`src/rtl/name_entry_ctrl.sv`:
```
// Three-letter name entry for the scoreboard scene: cursor moves, up/down
// character stepping with auto-repeat, and a confirm-to-commit lock.
module name_entry_ctrl #(
    parameter int REPEAT_DELAY     = 30,
    parameter int REPEAT_RATE      = 8,
    parameter int CHAR_MAX         = 25,
    parameter int STATE_SIZE       = 3,
    parameter int SCENE_SCOREBOARD = 4
) (
    input  logic                  clk,
    input  logic                  rst_n,
    input  logic [STATE_SIZE-1:0] state,
    input  logic                  btn_left,
    input  logic                  btn_right,
    input  logic                  btn_up,
    input  logic                  btn_down,
    input  logic                  btn_confirm,
    output logic [1:0]            input_pos,
    output logic [14:0]           player_name,
    output logic                  name_done,
    output logic                  name_locked
);
    localparam int CNT_W = $clog2(REPEAT_DELAY + 1);
    localparam logic [CNT_W-1:0]      DELAY_C    = CNT_W'(REPEAT_DELAY);
    localparam logic [CNT_W-1:0]      RELOAD_C   = CNT_W'(REPEAT_DELAY - REPEAT_RATE + 1);
    localparam logic [4:0]            CHAR_MAX_C = 5'(CHAR_MAX);
    localparam logic [STATE_SIZE-1:0] SCENE_C    = STATE_SIZE'(SCENE_SCOREBOARD);

    localparam int BTN_L = 0;
    localparam int BTN_R = 1;
    localparam int BTN_U = 2;
    localparam int BTN_D = 3;
    localparam int BTN_C = 4;

    typedef enum logic [1:0] {
        IDLE   = 2'd0,
        EDIT   = 2'd1,
        LOCKED = 2'd2
    } fsm_t;

    fsm_t             fsm_q;
    logic [4:0]       btn_lvl;
    logic [4:0]       btn_q;
    logic [4:0]       btn_rise;
    logic [4:0]       btn_ev;
    logic [1:0]       rpt_ev;
    logic             in_scene;
    logic             in_edit;
    logic [1:0]       pos_q;
    logic [14:0]      name_q;
    logic [14:0]      name_d;
    logic             done_q;
    logic             locked_q;
    logic [2:0][4:0]  slot_q;
    logic [2:0][4:0]  slot_d;

    assign btn_lvl  = {btn_confirm, btn_down, btn_up, btn_right, btn_left};
    assign in_scene = (state == SCENE_C);
    assign in_edit  = (fsm_q == EDIT);
    assign btn_rise = btn_lvl & ~btn_q;
    assign btn_ev   = in_edit ? (btn_rise | {1'b0, rpt_ev, 2'b00}) : 5'd0;

    always_ff @(posedge clk or negedge rst_n) begin
        if (!rst_n) begin
            btn_q <= '0;
        end else begin
            btn_q <= btn_lvl;
        end
    end

    // Up/down repeat: counter starts at 0 the cycle after a press made in EDIT,
    // so the first repeat fires once the press is followed by REPEAT_DELAY held cycles.
    generate
        for (genvar gi = 0; gi < 2; gi++) begin : g_rpt
            logic             arm_q;
            logic [CNT_W-1:0] cnt_q;

            assign rpt_ev[gi] = arm_q && btn_lvl[BTN_U + gi] && (cnt_q == DELAY_C);

            always_ff @(posedge clk or negedge rst_n) begin
                if (!rst_n) begin
                    arm_q <= 1'b0;
                    cnt_q <= '0;
                end else if (!in_edit || !btn_lvl[BTN_U + gi]) begin
                    arm_q <= 1'b0;
                    cnt_q <= '0;
                end else if (btn_rise[BTN_U + gi]) begin
                    arm_q <= 1'b1;
                    cnt_q <= '0;
                end else if (arm_q) begin
                    cnt_q <= (cnt_q == DELAY_C) ? RELOAD_C : cnt_q + 1'b1;
                end
            end
        end
    endgenerate

    // Per-slot next character; only the slot under the cursor can change.
    generate
        for (genvar gi = 0; gi < 3; gi++) begin : g_slot
            logic [4:0] inc_c;
            logic [4:0] dec_c;

            assign slot_q[gi] = name_q[14 - 5*gi -: 5];
            assign inc_c = (slot_q[gi] >= CHAR_MAX_C) ? 5'd0 : slot_q[gi] + 5'd1;
            assign dec_c = (slot_q[gi] == 5'd0 || slot_q[gi] > CHAR_MAX_C) ? CHAR_MAX_C
                                                                            : slot_q[gi] - 5'd1;
            assign slot_d[gi] = (pos_q != 2'(gi)) ? slot_q[gi] :
                                btn_ev[BTN_U]     ? inc_c      : dec_c;
        end
    endgenerate

    assign name_d = {slot_d[0], slot_d[1], slot_d[2]};

    always_ff @(posedge clk or negedge rst_n) begin
        if (!rst_n) begin
            fsm_q    <= IDLE;
            pos_q    <= 2'd0;
            name_q   <= '0;
            done_q   <= 1'b0;
            locked_q <= 1'b0;
        end else begin
            done_q <= 1'b0;
            case (fsm_q)
                IDLE: begin
                    if (in_scene) begin
                        fsm_q  <= EDIT;
                        name_q <= '0;
                        pos_q  <= 2'd0;
                    end
                end
                EDIT: begin
                    if (!in_scene) begin
                        fsm_q    <= IDLE;
                        pos_q    <= 2'd0;
                        locked_q <= 1'b0;
                    end else if (btn_ev[BTN_C]) begin
                        if (pos_q == 2'd3) begin
                            fsm_q    <= LOCKED;
                            done_q   <= 1'b1;
                            locked_q <= 1'b1;
                        end else begin
                            pos_q <= pos_q + 2'd1;
                        end
                    end else if (btn_ev[BTN_L] || btn_ev[BTN_R]) begin
                        // Opposing moves cancel and also swallow any up/down this cycle.
                        if (btn_ev[BTN_L] ^ btn_ev[BTN_R]) begin
                            pos_q <= btn_ev[BTN_L] ? pos_q - 2'd1 : pos_q + 2'd1;
                        end
                    end else if ((btn_ev[BTN_U] ^ btn_ev[BTN_D]) && (pos_q != 2'd3)) begin
                        name_q <= name_d;
                    end
                end
                LOCKED: begin
                    if (!in_scene) begin
                        fsm_q    <= IDLE;
                        pos_q    <= 2'd0;
                        locked_q <= 1'b0;
                    end
                end
                default: begin
                    fsm_q <= IDLE;
                end
            endcase
        end
    end

    assign input_pos   = pos_q;
    assign player_name = name_q;
    assign name_done   = done_q;
    assign name_locked = locked_q;

endmodule

```
`config.mk`:
```
export PLATFORM = sky130hd
export DESIGN_NAME = name_entry_ctrl
export DESIGN_NICKNAME = d
export VERILOG_FILES = /design/src/rtl/name_entry_ctrl.sv
export SDC_FILE = /design/constraint.sdc
export NUM_CORES = 1
export LEC_CHECK = 0
export BUFFER_PORTS_ARGS = -buffer_cell sky130_fd_sc_hd__buf_2
export CELL_PAD_IN_SITES_DETAIL_PLACEMENT = 2
export CELL_PAD_IN_SITES_GLOBAL_PLACEMENT = 2
export CORE_UTILIZATION = 36
export CTS_CLUSTER_SIZE = 40
export DETAILED_ROUTE_END_ITERATION = 6
export MAX_ROUTING_LAYER = met4
export PLACE_DENSITY = 0.76
export SYNTH_ARGS = -nofsm -noshare
export SYNTH_HDL_FRONTEND = slang
export SYNTH_SLANG_ARGS = --single-unit
export TNS_END_PERCENT = 5
```
`constraint.sdc`:
```
create_clock -name clk -period 2.5 [get_ports clk]
set_input_delay 0.5 -clock clk [delete_from_list [all_inputs] [get_ports clk]]
set_output_delay 0.5 -clock clk [all_outputs]
set_load 0.01 [all_outputs]
```
==> results of run 1 <==
==> final cells by class <==
cell class | count | area share [%]
clock buffers | 7 | 2.77
clock inverters | 1 | 0.160
inverters | 21 | 2.53
multi-input cells | 237 | 51.3
flip-flops and latches | 38 | 30.5
well taps | 99 | 3.97
repair buffers | 46 | 8.82
==> placed cells by master, fill, tap and decap left out, types with 3 or more instances in the layout <==
master	netlist	final
nor3_1	18	18
nor2_1	20	20
nand2_1	17	17
o21a_1	3	3
nand3_1	14	14
ha_1	18	18
a211oi_1	6	6
a41oi_1	3	3
dfrtp_1	38	38
a21o_1	4	4
buf_4	2	18
buf_2	5	28
inv_1	21	21
o22ai_1	5	5
xor2_1	3	3
mux2i_1	5	5
a21oi_1	19	19
o211ai_1	4	4
and3_1	5	5
o21ai_0	15	14
nand4b_1	3	3
nor3b_1	6	6
nor2b_1	10	10
clkbuf_8	0	6
xnor2_1	5	4
nand2b_1	5	5
a31oi_1	11	11
==> routing by layer <==
| metal | wire (um) | track usage [%] | vias to the layer above |
|---|---|---|---|
| met5 | 0 | - | - |
| met4 | 136 | 6.74 | 0 |
| met1 | 3960 | 31.0 | 1307 |
| met3 | 167 | 3.26 | 16 |
| met2 | 4030 | 40.1 | 32 |
| li1 | - | - | 1214 |
==> sequential cells by signal, summed over array words and instances (netlist names) <==
| signal | flops |
|---|---|
| btn_q | 5 |
| name_done | 1 |
| g_rpt.arm_q | 2 |
| input_pos | 2 |
| name_locked | 1 |
| g_rpt.cnt_q | 10 |
| player_name | 15 |
| fsm_q | 2 |
==> power groups by stage <==
| stage | sequential [uW] | combinational (uW) | clock [uW] |
|---|---|---|---|
| CTS | 701 | 456 | 459 |
| floorplan | 700 | 280 | 0 |
| detailed placement | 713 | 449 | 0 |
| global placement | 710 | 435 | 0 |
| global route | 707 | 510 | 482 |
| finish | 700 | 453 | 449 |
==> worst max-delay path by stage <==
stage,startpoint,endpoint,slack [ps],depth (start not counted)
after floorplan,fsm_q[0],player_name[3],270,11
after global placement,g_rpt[0].cnt_q[0],player_name[8],150,7
after detailed placement,g_rpt[0].cnt_q[0],player_name[8],40,7
after CTS,g_rpt[0].cnt_q[0],player_name[1],50,7
after global routing,fsm_q[0],player_name[1],40,8
final,fsm_q[0],player_name[1],220,8
==> timing repair <==
item / 4_1_cts / 5_1_grt
resized for setup: 1 / 1
setup buffers: 0 / 2
endpoints found under the setup margin: 1 / 2
hold endpoints to repair: 0 / 0
pin swaps: 0 / 1
==> critical path, cell delays in order (launching register included) <==
cell and delay (ps):
dfrtp_1 500, nor2b_1 230, nand3b_1 130, ha_1 180, nor2b_1 200, and3_1 300
nand2_1 140, o21ai_1 310, mux2i_1 230
==> kinds of logic after synthesis <==
logic type      Yosys count  share of synthesized area, %
compound gates           91                          22.6
buf+inv                  37                          5.93
simple gates            114                          22.9
mux                       5                          1.85
fa+ha+maj                18                          8.33
xor+xnor                  9                          3.19
flops                    38                          35.2
==> metrics by stage <==
step / utilization, % / setup slack [ps] / instance area [um2]
after global routing: 43.0 / 40.4 / 3120
final: 43.0 / 219 / 3120
after floorplan: - / 267 / 2700
after CTS: 42.8 / 46.5 / 3100
after detailed placement: 41.4 / 36.8 / 3010
after global placement: 41.4 / 145 / 3010
==> results.md, run 1 <==
* Detail Route Antenna Nets at 0
* Vias in the first global route at 2,730
* Reg clk slew, reported paths at 80 ps
* Number of flops mapped to enable cells by yosys at 0
* Sequential element share of the synthesized area at 35.2%
* Clk pwr share at 28.0%
* WHS at 97.9 ps
* Worst setup SP type: register
* CTS max path bufs at 2
* Hold_buf cts at 0
* Synth Warn # at 0
* Final Instance Count excl. Fillers at 449
* Post-Syn Area at 2700 um2
* Row cnt at 31
* Worst-case clock skew at 11.4 ps
* Post-DP HPWL at 6.20 mm
* CTS tree: done
* Drt first pass iters at 4
* Ant. Diodes at 0
* Reg2Reg Setup Slack at 220 ps
* Final Critical Period at 2280 ps
* Syn Inst Count at 312
* Flop pwr share at 43.7%
* Internal power at 1070 uW
* Final nets at 377
* Pwr Total at 1600 uW
* Yosys reg bits at 38
* Status: finished clean
* Sw frac at 33.4%
* Max-slew violation count at 0
* FF-to-FF path depth at 8
* Wire length per cell at 18.5 um
* Register area at 951 um2
* Die area at 7860 um2
* IR drop worst, VDD at 259 uV
* Pleak at 0.00133 uW
* H-Tree Depth at 2
* Largest net degree at the start of global routing at 16
* Initial antenna violation count at 0
* Rel. slew slack at 63.6%
* Final setup TNS at 0 ps
* Combinational share of power at 28.3%
* IO buf count at 28
* GRT Total Usage at 24.2%
* Worst slew pin tran at 543 ps
* Fin crit share at 91.2%
* Main synth FF type: dfrtp_1
* Die width at 88.6 um
* Dominant cells by area after synthesis: dfrtp_1, ha_1, a21oi_1
* Unique masters post-synth at 55
* FILL cells at 840
* Area grow syn2layout at 15.4%
* DRC Markers at 0
* Clk_lat worst skew at 300 ps
* Grt ovf at 0
* Switching power at 536 uW
* Global-route wire length before repair at 14.0 mm
* Via count at 2,569
* Root Buffer: clkbuf_8
* Via density at 5.72
* CP Capture Type: register
* Worst r2r dst: player_name[1]
* Syn_nets at 340
* 1st-iter DRT viols at 110
* FMAX at 0.438 GHz
* Setup Viol. Count Final at 0
* Mean Syn Cell Area at 8.66 um2
* Initial Util at 37.3%
* Most numerous cell in the Yosys netlist: dfrtp_1
* I/O pin count at 29
* Worst-path fanout max at 10
* Core Area at 7250 um2
* Num CTS Buffers at 5
* WL final at 8.29 mm
* Pwr dens at 514 nW/um2
* RSZ-0062 raised after global routing: false
* Final Hold Viols at 0
* Hold WC Path Type: in2async
* Area share of the largest cell type after synthesis at 35.2%
* Worst R2R Start: fsm_q[0]
* Yosys top cell by area: dfrtp_1
* WS Path Type: reg2reg
* CP Data Required Time at 2720 ps
* Share of cells above drive strength 1 at 17.4%
* Synth top cells by count: dfrtp_1, inv_1, nor2_1
* Die height at 88.6 um
* Asr flop ratio synth at 100%
* # Max-Cap Violations at 0
* RePlAce Congestion at 0.784
* Sink Count at 38
* Area of the multi-input gates at 1600 um2
* # placed instances at 439
* CP arrival at 2500 ps
(Power assumes the default switching activity.)
==> run 2, diff against run 1 <==
--- a/config.mk
+++ b/config.mk
@@ -12,7 +12,7 @@
 export CTS_CLUSTER_SIZE = 40
 export DETAILED_ROUTE_END_ITERATION = 6
 export MAX_ROUTING_LAYER = met4
-export PLACE_DENSITY = 0.76
+export PLACE_DENSITY_LB_ADDON = 0.2
 export SYNTH_ARGS = -nofsm -noshare
 export SYNTH_HDL_FRONTEND = slang
 export SYNTH_SLANG_ARGS = --single-unit
==> constraint.sdc (replaced) <==
create_clock -name clk -period 2.2 [get_ports clk]
set_input_delay 0.44 -clock clk [delete_from_list [all_inputs] [get_ports clk]]
set_output_delay 0.44 -clock clk [all_outputs]
set_load 0.01 [all_outputs]
==> run 2 against run 1 <==
- maximum frequency grew 10%
- sequential share of layout area shrank 1.4 points
- combinational power grew 34%
- sequential cell count is the same
- clock power grew 29%
- setup slack lost 89 ps
- global-route usage grew 0.49 points
- highest routed layer unchanged
==> results.md, run 2 (synthesized netlist as in run 1, its figures left out) <==
* GRT Total Usage at 24.7%
* Clk_lat worst skew at 290 ps
* Register area at 951 um2
* Final setup TNS at 0 ps
* CP arrival at 2270 ps
* Setup Viol. Count Final at 0
* CTS max path bufs at 2
* CP max stage delay at 430 ps
* CP Capture Type: register
* Pwr Total at 1960 uW
* Sink Count at 38
* Most common cell after layout, fill and taps aside: dfrtp_1
* I/O pin count at 29
* Worst path cell trace: inv_1 -> ha_1 -> nand4_2 -> o21ai_4 -> buf_4 -> buf_4 -> and3_1 -> o21ai_0 -> mux2i_1
* Worst-case clock skew at 5.11 ps
* CP Data Required Time at 2400 ps
* Critical path origin: g_rpt[0].cnt_q[0]
* Reg clk slew, reported paths at 80 ps
* FILL cells at 852
* Most used cell, CP: buf_4
* WS Path Type: reg2reg
* Initial antenna violation count at 0
* Hold WC Path Type: in2async
* Worst slew pin tran at 568 ps
* Pleak at 0.00141 uW
* Largest net degree at the start of global routing at 39
* Status: finished clean
* Row cnt at 31
* 1st-iter DRT viols at 55
* IR drop worst, VDD at 231 uV
* # placed instances at 452
* Via density at 5.81
* Post-DP HPWL at 6.47 mm
* Share of cells above drive strength 1 at 22.5%
* DRC Markers at 0
* Detail Route Antenna Nets at 0
* Via count at 2,689
* Critical path's slowest cell: dfrtp_1
* RePlAce Congestion at 0.840
* Area of the multi-input gates at 1630 um2
* # Max-Cap Violations at 0
* Core Area at 7250 um2
* Die height at 88.6 um
* Max-slew violation count at 0
* Grt ovf at 0
* RSZ-0062 raised after global routing: true
* Commonest cells after routing, fill and taps aside: dfrtp_1, buf_4, buf_2
* Final Hold Viols at 0
* Crit-path leading delay family: flip-flops
* Worst R2R Start: g_rpt[0].cnt_q[0]
* FMAX at 0.483 GHz
* Vias in the first global route at 2,824
* WL final at 8.85 mm
* Die area at 7860 um2
* CTS tree: done
* H-Tree Depth at 2
* Global-route wire length before repair at 14.4 mm
* Pwr dens at 598 nW/um2
* Num CTS Buffers at 5
* Worst-path fanout max at 9
* Critical path buffers and inverters at 3
* Fin crit share at 94.1%
* Final nets at 391
* Hold_buf cts at 0
* Final Instance Count excl. Fillers at 463
* Wire length per cell at 19.1 um
* Die width at 88.6 um
* Drt first pass iters at 4
* Ant. Diodes at 0
* Worst setup SP type: register
* Flip-flop count of the largest register after layout at 15
* Initial Util at 37.3%
* Area grow syn2layout at 21.2%
* Root Buffer: clkbuf_8
* Rel. slew slack at 62.1%
* IO buf count at 28
* Final Critical Period at 2070 ps
[run 2: power breakdown]
group	switching, uW	leakage (uW)	internal (uW)
clock network	263	0.0000575	317
logic	341	0.000841	264
registers	40.9	0.000512	732
total	645	0.00141	1310
[run 2: area by class of cell]
type | count | share of cell area (%)
multi-input combinational | 237 | 49.8
inverter | 21 | 2.41
tap | 99 | 3.78
clock buffer | 8 | 3.36
sequential | 38 | 29.0
timing repair buffer | 60 | 11.6
[run 2: final timing paths]
path	to	slack, ps	cells after the start
worst min-delay path	g_rpt[1].cnt_q[4]	210	2
worst min register to register	g_rpt[0].arm_q	490	1
min in group clk	btn_q[0]	270	1
worst max register to register	player_name[1]	130	9
max in group asynchronous	player_name[12]	1620	2
worst max-delay path	player_name[1]	130	9
[run 2: worst reg2reg max path: cells and delay by family, from the launching register on]
| family | cells | cell delay [ps] |
|---|---|---|
| flops | 1 | 430 |
| compound gates | 2 | 380 |
| mux | 1 | 200 |
| simple gates | 2 | 370 |
| buf+inv | 3 | 420 |
| fa+ha+maj | 1 | 200 |
[run 2: layer usage]
layer	GRT usage, %	vias up	share of wire (%)
met2	44.6	35	52
met5	-	-	0
met3	3.26	14	2.1
met4	4.84	0	1.4
li1	-	1247	-
met1	29.4	1393	45
[run 2: stage by stage]
stage               util [%]  setup slack, ps  hold slack (ps)  area (um2)
finish                  45.1              130              210        3270
global route            45.1            -22.7              261        3270
CTS                     44.6             34.1              227        3240
detailed placement      42.8             48.3              476        3100
global placement        42.8              150              451        3100
floorplan                  -             14.8              144        2700
[run 2: repair_timing]
item	in CTS	in global routing
cloned	0	0
endpoints found under the setup margin	1	12
setup buffers	3	0
gates resized for setup	0	10
pin swaps	1	1
endpoints found under the hold margin	0	0
